--- config.mk ---
export PLATFORM = sky130hd
export DESIGN_NAME = keypad_emulator_flat
export DESIGN_NICKNAME = d
export VERILOG_FILES = /design/src/rtl/keypad_pkg.sv /design/src/rtl/keypad_if.sv /design/src/rtl/keypad_tick_timer.sv /design/src/rtl/keypad_emulator.sv /design/src/flat_wrapper.sv
export SDC_FILE = /design/constraint.sdc
export NUM_CORES = 1
export LEC_CHECK = 0
export CAP_MARGIN = 20
export CORE_UTILIZATION = 45
export DETAILED_ROUTE_END_ITERATION = 8
export SYNTH_ARGS = -nofsm -noshare
export SYNTH_HDL_FRONTEND = slang
export SYNTH_SLANG_ARGS = --single-unit
--- constraint.sdc ---
create_clock -name clk -period 4.5 [get_ports clk]
set_input_delay 0.675 -clock clk [delete_from_list [all_inputs] [get_ports clk]]
set_output_delay 0.675 -clock clk [all_outputs]
set_load 0.005 [all_outputs]
--- src/rtl/keypad_pkg.sv ---
// Shared definitions for the 4x4 keypad emulator and the scanner's test model:
// FSM encoding, line width and the key-to-line mapping.
package keypad_pkg;

    localparam int KP_W = 4;

    typedef enum logic [2:0] {
        ST_IDLE      = 3'd0,
        ST_PRESS_BNC = 3'd1,
        ST_HOLD      = 3'd2,
        ST_REL_BNC   = 3'd3,
        ST_GAP       = 3'd4
    } kp_state_e;

    typedef struct packed {
        logic [KP_W-1:0] row;
        logic [KP_W-1:0] col;
    } key_lines_t;

    // key[3:2] selects the row, key[1:0] the column; both lines are active-low one-hot.
    function automatic key_lines_t key_map(input logic [3:0] key);
        key_lines_t lines;
        lines.row = ~(4'b0001 << key[3:2]);
        lines.col = ~(4'b0001 << key[1:0]);
        return lines;
    endfunction

endpackage

--- src/rtl/keypad_if.sv ---
// Request and matrix lines between a keypad emulator and its driver
// (bench or scanner loopback).
interface keypad_if;
    logic                        req;
    logic [3:0]                  key;
    logic [15:0]                 hold_ms;
    logic [keypad_pkg::KP_W-1:0] row;
    logic [keypad_pkg::KP_W-1:0] col;
    logic                        busy;
    logic                        done;
    logic                        contact;

    modport master (output req, key, hold_ms, row, input col, busy, done, contact);
    modport slave  (input req, key, hold_ms, row, output col, busy, done, contact);
endinterface

--- src/rtl/keypad_tick_timer.sv ---
// Loadable down-counter with zero flag; reloaded at every phase or
// bounce-half change of the keypad emulator.
module keypad_tick_timer #(
    parameter int W = 32
) (
    input  logic         clk,
    input  logic         rst_n,
    input  logic         load,
    input  logic [W-1:0] load_val,
    output logic         zero
);

    logic [W-1:0] cnt_r;

    // Load has priority; otherwise count down and stick at zero.
    always_ff @(posedge clk or negedge rst_n) begin
        if (!rst_n) begin
            cnt_r <= {W{1'b0}};
        end else if (load) begin
            cnt_r <= load_val;
        end else if (cnt_r != {W{1'b0}}) begin
            cnt_r <= cnt_r - {{(W-1){1'b0}}, 1'b1};
        end
    end

    assign zero = (cnt_r == {W{1'b0}});

endmodule

--- src/rtl/keypad_emulator.sv ---
// Responder end of a 4x4 row-scan keypad: plays back one timed key press,
// with contact bounce on press and release, on the active-low column lines.
module keypad_emulator
    import keypad_pkg::*;
#(
    parameter int CLK_PER_MS    = 1,
    parameter int BOUNCE_CYCLES = 5,
    parameter int BOUNCE_HALF   = 1,
    parameter int GAP_MS        = 50
) (
    input  logic     clk,
    input  logic     rst_n,
    keypad_if.slave  kp
);

    localparam bit          HAS_BNC   = (BOUNCE_CYCLES != 0);
    localparam bit          HAS_GAP   = (GAP_MS != 0);
    localparam logic [15:0] LAST_HALF = HAS_BNC ? 16'(2 * BOUNCE_CYCLES - 1) : 16'd0;
    localparam logic [31:0] HALF_LOAD = 32'(BOUNCE_HALF - 1);
    localparam logic [31:0] GAP_CYC   = 32'(GAP_MS) * 32'(CLK_PER_MS);
    localparam logic [31:0] GAP_LOAD  = HAS_GAP ? (GAP_CYC - 32'd1) : 32'd0;

    kp_state_e   state_r, state_nxt_s;
    logic [15:0] half_r, half_nxt_s;
    logic        contact_r, contact_nxt_s;
    logic        busy_r, busy_nxt_s;
    logic        done_r, done_nxt_s;
    logic [3:0]  key_r;
    logic [15:0] hold_r;
    logic        accept_s;
    logic        tmr_load_s;
    logic [31:0] tmr_val_s;
    logic        tmr_zero_s;
    key_lines_t  lines_s;

    // 16x16 product always fits the 32-bit timer; zero hold is stretched to 1 ms.
    function automatic logic [31:0] hold_cycles(input logic [15:0] h);
        logic [15:0] eff;
        eff = (h == 16'd0) ? 16'd1 : h;
        return 32'(eff) * 32'(CLK_PER_MS);
    endfunction

    keypad_tick_timer #(.W(32)) u_timer (
        .clk      (clk),
        .rst_n    (rst_n),
        .load     (tmr_load_s),
        .load_val (tmr_val_s),
        .zero     (tmr_zero_s)
    );

    // Next-state and registered-output logic of the press sequencer.
    always_comb begin
        state_nxt_s   = state_r;
        half_nxt_s    = half_r;
        contact_nxt_s = contact_r;
        busy_nxt_s    = busy_r;
        done_nxt_s    = 1'b0;
        accept_s      = 1'b0;
        tmr_load_s    = 1'b0;
        tmr_val_s     = 32'd0;
        case (state_r)
            ST_IDLE: begin
                busy_nxt_s    = 1'b0;
                contact_nxt_s = 1'b0;
                // A req coinciding with the done pulse is deliberately dropped.
                if (kp.req && !done_r) begin
                    accept_s      = 1'b1;
                    busy_nxt_s    = 1'b1;
                    contact_nxt_s = 1'b1;
                    tmr_load_s    = 1'b1;
                    half_nxt_s    = 16'd0;
                    if (HAS_BNC) begin
                        state_nxt_s = ST_PRESS_BNC;
                        tmr_val_s   = HALF_LOAD;
                    end else begin
                        state_nxt_s = ST_HOLD;
                        tmr_val_s   = hold_cycles(kp.hold_ms) - 32'd1;
                    end
                end else begin
                    state_nxt_s = ST_IDLE;
                end
            end
            ST_PRESS_BNC: begin
                if (tmr_zero_s && (half_r == LAST_HALF)) begin
                    state_nxt_s   = ST_HOLD;
                    contact_nxt_s = 1'b1;
                    tmr_load_s    = 1'b1;
                    tmr_val_s     = hold_cycles(hold_r) - 32'd1;
                end else if (tmr_zero_s) begin
                    half_nxt_s    = half_r + 16'd1;
                    contact_nxt_s = half_r[0];
                    tmr_load_s    = 1'b1;
                    tmr_val_s     = HALF_LOAD;
                end else begin
                    state_nxt_s = ST_PRESS_BNC;
                end
            end
            ST_HOLD: begin
                if (tmr_zero_s && HAS_BNC) begin
                    state_nxt_s   = ST_REL_BNC;
                    half_nxt_s    = 16'd0;
                    contact_nxt_s = 1'b0;
                    tmr_load_s    = 1'b1;
                    tmr_val_s     = HALF_LOAD;
                end else if (tmr_zero_s && HAS_GAP) begin
                    state_nxt_s   = ST_GAP;
                    contact_nxt_s = 1'b0;
                    tmr_load_s    = 1'b1;
                    tmr_val_s     = GAP_LOAD;
                end else if (tmr_zero_s) begin
                    state_nxt_s   = ST_IDLE;
                    contact_nxt_s = 1'b0;
                    busy_nxt_s    = 1'b0;
                    done_nxt_s    = 1'b1;
                end else begin
                    state_nxt_s = ST_HOLD;
                end
            end
            ST_REL_BNC: begin
                if (tmr_zero_s && (half_r == LAST_HALF) && HAS_GAP) begin
                    state_nxt_s   = ST_GAP;
                    contact_nxt_s = 1'b0;
                    tmr_load_s    = 1'b1;
                    tmr_val_s     = GAP_LOAD;
                end else if (tmr_zero_s && (half_r == LAST_HALF)) begin
                    state_nxt_s   = ST_IDLE;
                    contact_nxt_s = 1'b0;
                    busy_nxt_s    = 1'b0;
                    done_nxt_s    = 1'b1;
                end else if (tmr_zero_s) begin
                    half_nxt_s    = half_r + 16'd1;
                    contact_nxt_s = ~half_r[0];
                    tmr_load_s    = 1'b1;
                    tmr_val_s     = HALF_LOAD;
                end else begin
                    state_nxt_s = ST_REL_BNC;
                end
            end
            ST_GAP: begin
                if (tmr_zero_s) begin
                    state_nxt_s   = ST_IDLE;
                    contact_nxt_s = 1'b0;
                    busy_nxt_s    = 1'b0;
                    done_nxt_s    = 1'b1;
                end else begin
                    state_nxt_s = ST_GAP;
                end
            end
            default: begin
                state_nxt_s   = ST_IDLE;
                contact_nxt_s = 1'b0;
                busy_nxt_s    = 1'b0;
            end
        endcase
    end

    // State, output and request-latch registers.
    always_ff @(posedge clk or negedge rst_n) begin
        if (!rst_n) begin
            state_r   <= ST_IDLE;
            half_r    <= 16'd0;
            contact_r <= 1'b0;
            busy_r    <= 1'b0;
            done_r    <= 1'b0;
            key_r     <= 4'd0;
            hold_r    <= 16'd0;
        end else begin
            state_r   <= state_nxt_s;
            half_r    <= half_nxt_s;
            contact_r <= contact_nxt_s;
            busy_r    <= busy_nxt_s;
            done_r    <= done_nxt_s;
            if (accept_s) begin
                key_r  <= kp.key;
                hold_r <= kp.hold_ms;
            end
        end
    end

    // Column response follows the row strobe in the same cycle; X rows fall to the else arm.
    always_comb begin
        lines_s = key_map(key_r);
        if (contact_r && (kp.row == lines_s.row)) begin
            kp.col = lines_s.col;
        end else begin
            kp.col = 4'b1111;
        end
    end

    assign kp.busy    = busy_r;
    assign kp.done    = done_r;
    assign kp.contact = contact_r;

endmodule

--- src/flat_wrapper.sv ---
// flat-port wrapper written by rule: the top's interface ports become plain ports
module keypad_emulator_flat import keypad_pkg::*;
#(
    parameter int CLK_PER_MS    = 1,
    parameter int BOUNCE_CYCLES = 5,
    parameter int BOUNCE_HALF   = 1,
    parameter int GAP_MS        = 50
)
  (clk, rst_n, kp_req, kp_key, kp_hold_ms, kp_row, kp_col, kp_busy, kp_done, kp_contact);
  keypad_if kp_i ();
  input  logic clk;
  input  logic rst_n;
  input wire logic [$bits(kp_i.req)-1:0] kp_req;
  input wire logic [$bits(kp_i.key)-1:0] kp_key;
  input wire logic [$bits(kp_i.hold_ms)-1:0] kp_hold_ms;
  input wire logic [$bits(kp_i.row)-1:0] kp_row;
  output wire logic [$bits(kp_i.col)-1:0] kp_col;
  output wire logic [$bits(kp_i.busy)-1:0] kp_busy;
  output wire logic [$bits(kp_i.done)-1:0] kp_done;
  output wire logic [$bits(kp_i.contact)-1:0] kp_contact;
  assign kp_i.req = kp_req;
  assign kp_i.key = kp_key;
  assign kp_i.hold_ms = kp_hold_ms;
  assign kp_i.row = kp_row;
  assign kp_col = kp_i.col;
  assign kp_busy = kp_i.busy;
  assign kp_done = kp_i.done;
  assign kp_contact = kp_i.contact;
  keypad_emulator #(.CLK_PER_MS(CLK_PER_MS), .BOUNCE_CYCLES(BOUNCE_CYCLES), .BOUNCE_HALF(BOUNCE_HALF), .GAP_MS(GAP_MS)) u_core (.clk(clk), .rst_n(rst_n), .kp(kp_i));
endmodule
==> impl.org <==
** Drt
- The first TritonRoute pass finished after 4 iterations.
- Summing over every cut layer, the via total after detailed routing is 3508.
- Routed vias/inst :: 5.61
- Post-DRT Antenna Nets :: 0
- Wire length reported by the detailed router :: 9530 µm
- Routed wire per std cell :: 15.2 µm
- After detailed routing, the number of remaining DRC violations is 0.
- The detailed router finished its first iteration with 157 violations.

** Run status
- The flow ran to the end, and the final reports show no timing, DRC or antenna violations.

** Worst setup path
- Signal arrival time at the worst endpoint :: 2.92 ns
- Most Frequent Cell on Critical Path :: sky130_fd_sc_hd__clkdlybuf4s50_1
- STA puts the critical path data required time at 3.83 ns.
- Measured in cells, the most critical reg-to-reg path has a length of 11.
- Type of origin of the critical path :: input pin
- Maximum fanout along the worst path :: 3
- The worst setup path is of the input pin to output pin kind.
- Endpoint class of the critical path :: output pin
- Cell at the slowest stage of the critical path :: sky130_fd_sc_hd__clkdlybuf4s50_1
- Register-to-register setup slack :: 1.24 ns
- Worst-path cell chain :: clkdlybuf4s50_1 -> or3b_2 -> a21oi_1 -> o21ai_0 -> a21boi_0 -> nor2b_1 -> nand2_1 -> clkdlybuf4s50_1
- Origin of the critical flop-to-flop path :: u_core.hold_r[7]$_DFFE_PN0P_
- On the worst path, the slowest cell contributes a delay of 0.49 ns.
- Reg-to-reg critical path endpoint :: u_core.u_timer.cnt_r[30]$_DFFE_PN0P_
- The cell family contributing the most delay on the critical path is buffers and inverters.
- Number of buffers and inverters on the critical path :: 2

** Synth
- Yosys cell types :: 50
- Summed over its instances, the top area cell type makes up 42.9% of the synthesized netlist area.
- Synthesized area per cell :: 9.41 µm²
- The Yosys step of the flow raised 0 warnings.
- Counting every net in the synthesized netlist gives 491.
- Flip-flop and latch count after synthesis :: 74
- Ys async rst share :: 100%
- Synthesis produced a netlist whose cell count is 459.
- Of all cell types, the one taking the most synthesized area is sky130_fd_sc_hd__dfrtp_1.
- Primary FF master, synth :: sky130_fd_sc_hd__dfrtp_1
- Count of flip-flops with a built-in enable after synthesis :: 0
- By area the synthesized netlist is led by sky130_fd_sc_hd__dfrtp_1, sky130_fd_sc_hd__xor2_1, sky130_fd_sc_hd__mux2_2.
- Synthesized cell area :: 4320 µm²
- Fraction of the yosys area taken by sequential cells :: 42.9%

** Timing
- The final max-slew violation count came to 0.
- Final clock period utilization by the worst path :: 79.8%
- Remaining max-slew budget at the tightest pin :: 36.3%
- Slew at the pin closest to its max-slew limit :: 0.956 ns
- Hold violation total from the final report :: 0
- Peak Freq :: 0.278 GHz
- Final Setup Violations :: 0
- Final worst path period need :: 3.59 ns
- RSZ-0062 raised after global routing :: false
- Final setup skew :: 0.0116 ns
- Setup TNS after final layout :: 0 ns

** Cells and area
- The repair_antennas step left the layout with diodes totalling 0.
- Layout-stage area growth over the synthesis result :: 16.4%
- For this run, the post-layout net count is 523.
- Commonest non-fill, non-tap cell in the layout :: sky130_fd_sc_hd__dfrtp_1
- In the final layout, the share of cells above drive strength 1 is 13.3%.
- Filler instances :: 904
- Total non-filler cell area in the finished layout :: 5030 µm²
- The library cells used most frequently in the layout, excluding fill and tap cells, are sky130_fd_sc_hd__dfrtp_1, sky130_fd_sc_hd__nand2_1, sky130_fd_sc_hd__nor2_1, sky130_fd_sc_hd__xor2_1, sky130_fd_sc_hd__clkdlybuf4s50_1.
- Fin cells :: 625

** Place
- Buffers on Ports :: 33
- The wire-length estimate of the detail-placed layout is 6490 µm.
- After detailed placement, the total cell area comes to 4770 µm².
- Number of placed cells counting well taps :: 609
- GPL Wtd Cong :: 0.795

** GRT
- Wire length of the first global-routing pass :: 16500 µm
- Initial antenna violation count :: 0
- Entering global routing, the biggest net connects 75 pins.
- The total overflow left after global routing is 0.
- GRT Total Usage :: 21.0%
- The via count of the first global-routing pass is 3379.

** Clock tree
- Clock tree from TritonCTS :: done
- Number of buffers created by CTS :: 9
- Buffers added to address setup during post-CTS repair amount to 0.
- Clock input transition at the sequential cells of the worst setup and hold paths :: 0.08 ns
- Deepest level of the CTS H-tree :: 3
- Clock net sink count :: 74
- The clock passes through at most 2 buffers.
- The root buffer cell chosen for the clock tree is sky130_fd_sc_hd__clkbuf_8.
- The number of hold buffers added after CTS was 0.
- Source-to-sink clock delay at the later pin of the worst-skew pair :: 0.36 ns
- Post-CTS resize count :: 0

** Floorplan
- The floorplan has 35 rows.
- Measured along the y axis, the die boundary spans 100 µm.
- In this run the count of I/O pins placed on the die edge is 34.
- The die is 100 µm wide.
- Once the floorplan was initialized, standard cells occupied 46.5% of the core.
- Core Footprint :: 9280 µm²
- The die covers 9990 µm².

** Pwr
- The analysis attributes to cell leakage a power of 2.13 nW.
- In this run the power density over the cells is 279 nW/µm².
- Sum of internal, switching and leakage power :: 1.40 mW
- Maximum ir drop on the vdd rail :: 0.205 mV

** Job
- Across the run, the number of max-cap violations was 0.

** Min path
- Tightest Hold Check Type :: input pin to asynchronous set/reset pin
==> power by group <==
part           internal [mW]  switching, mW
sequential             0.674         0.0105
clock                  0.399          0.257
combinational         0.0353         0.0272
==> worst reg2reg max path, cell delays in order, from the launching register on <==
cell	delay (ns)
sky130_fd_sc_hd__dfrtp_1	0.44
sky130_fd_sc_hd__or4_1	0.60
sky130_fd_sc_hd__nor4_1	0.55
sky130_fd_sc_hd__a21oi_1	0.25
sky130_fd_sc_hd__ha_1	0.26
sky130_fd_sc_hd__or3b_2	0.26
sky130_fd_sc_hd__nor2_1	0.10
sky130_fd_sc_hd__nand3_1	0.15
sky130_fd_sc_hd__nor3_1	0.06
sky130_fd_sc_hd__o21ai_1	0.13
sky130_fd_sc_hd__buf_4	0.24
sky130_fd_sc_hd__o21ai_0	0.10
==> synth_stat cells, drive strengths merged, types with 10 or more instances <==
cell type	count
nor4	21
xnor2	17
nor3	19
nand2	41
nand3	13
a21oi	28
xor2	35
mux2	20
o21ai	16
nor2	43
dfrtp	74
or3	11
and3	10
clkbuf	14
==> cells by family after synthesis <==
kind of cell / after synthesis / share of synthesized area [%]
XOR/XNOR: 52 / 10.5
AND/OR/NAND/NOR: 200 / 25.3
AO/OA/AOI/OAI: 81 / 11.8
multiplexers: 20 / 5.22
adder cells (fa/ha/maj): 5 / 1.45
flip-flops: 74 / 42.9
buffers and inverters: 27 / 2.81
==> final cells by class <==
class                      instances  area, µm²  area share [%]
multi-input combinational        358       2350            46.7
sequential                        74       1850            36.8
inverter                           7       26.3           0.523
clock inverter                     4       97.6            1.94
timing repair buffer              41        388            7.72
clock buffer                      12        155            3.09
tap                              129        161            3.21
==> metrics by stage <==
stage,hold WS [ns],utilization (%),setup slack (ns)
floorplan,0.379,-,1.34
global placement,0.515,51.4,0.990
detailed placement,0.525,51.4,0.933
CTS,0.509,54.2,0.919
global route,0.550,54.2,0.795
finish,0.459,54.2,0.908
==> per-layer routing <==
layer | routed length [µm] | vias up | global-route usage, %
li1 | - | 1721 | -
met1 | 4560 | 1707 | 28.1
met2 | 4480 | 68 | 34.5
met3 | 376 | 12 | 4.18
met4 | 112 | 0 | 6.22
met5 | 0 | - | 0
==> worst max-delay path by stage <==
stage                                                end                          from  depth (start not counted)  slack, ns
detailed placement                             kp_col[2]                     kp_row[3]                          8       0.93
global placement                               kp_col[0]                     kp_row[3]                          8       0.99
floorplan           u_core.u_timer.cnt_r[20]$_DFFE_PN0P_  u_core.hold_r[7]$_DFFE_PN0P_                         12       1.34
CTS                                            kp_col[2]                     kp_row[3]                          8       0.92
global route                                   kp_col[2]                     kp_row[3]                          8       0.79
finish                                         kp_col[2]                     kp_row[3]                          8       0.91
==> registers in the layout (all words and copies together), names as in the netlist <==
register and count:
u_core.half_r 16, u_core.hold_r 16, u_core.key_r 4, u_core.kp.busy 1, u_core.kp.contact 1, u_core.kp.done 1, u_core.state_r 3, u_core.u_timer.cnt_r 32
No activity file was read; power rests on OpenSTA's default activity.
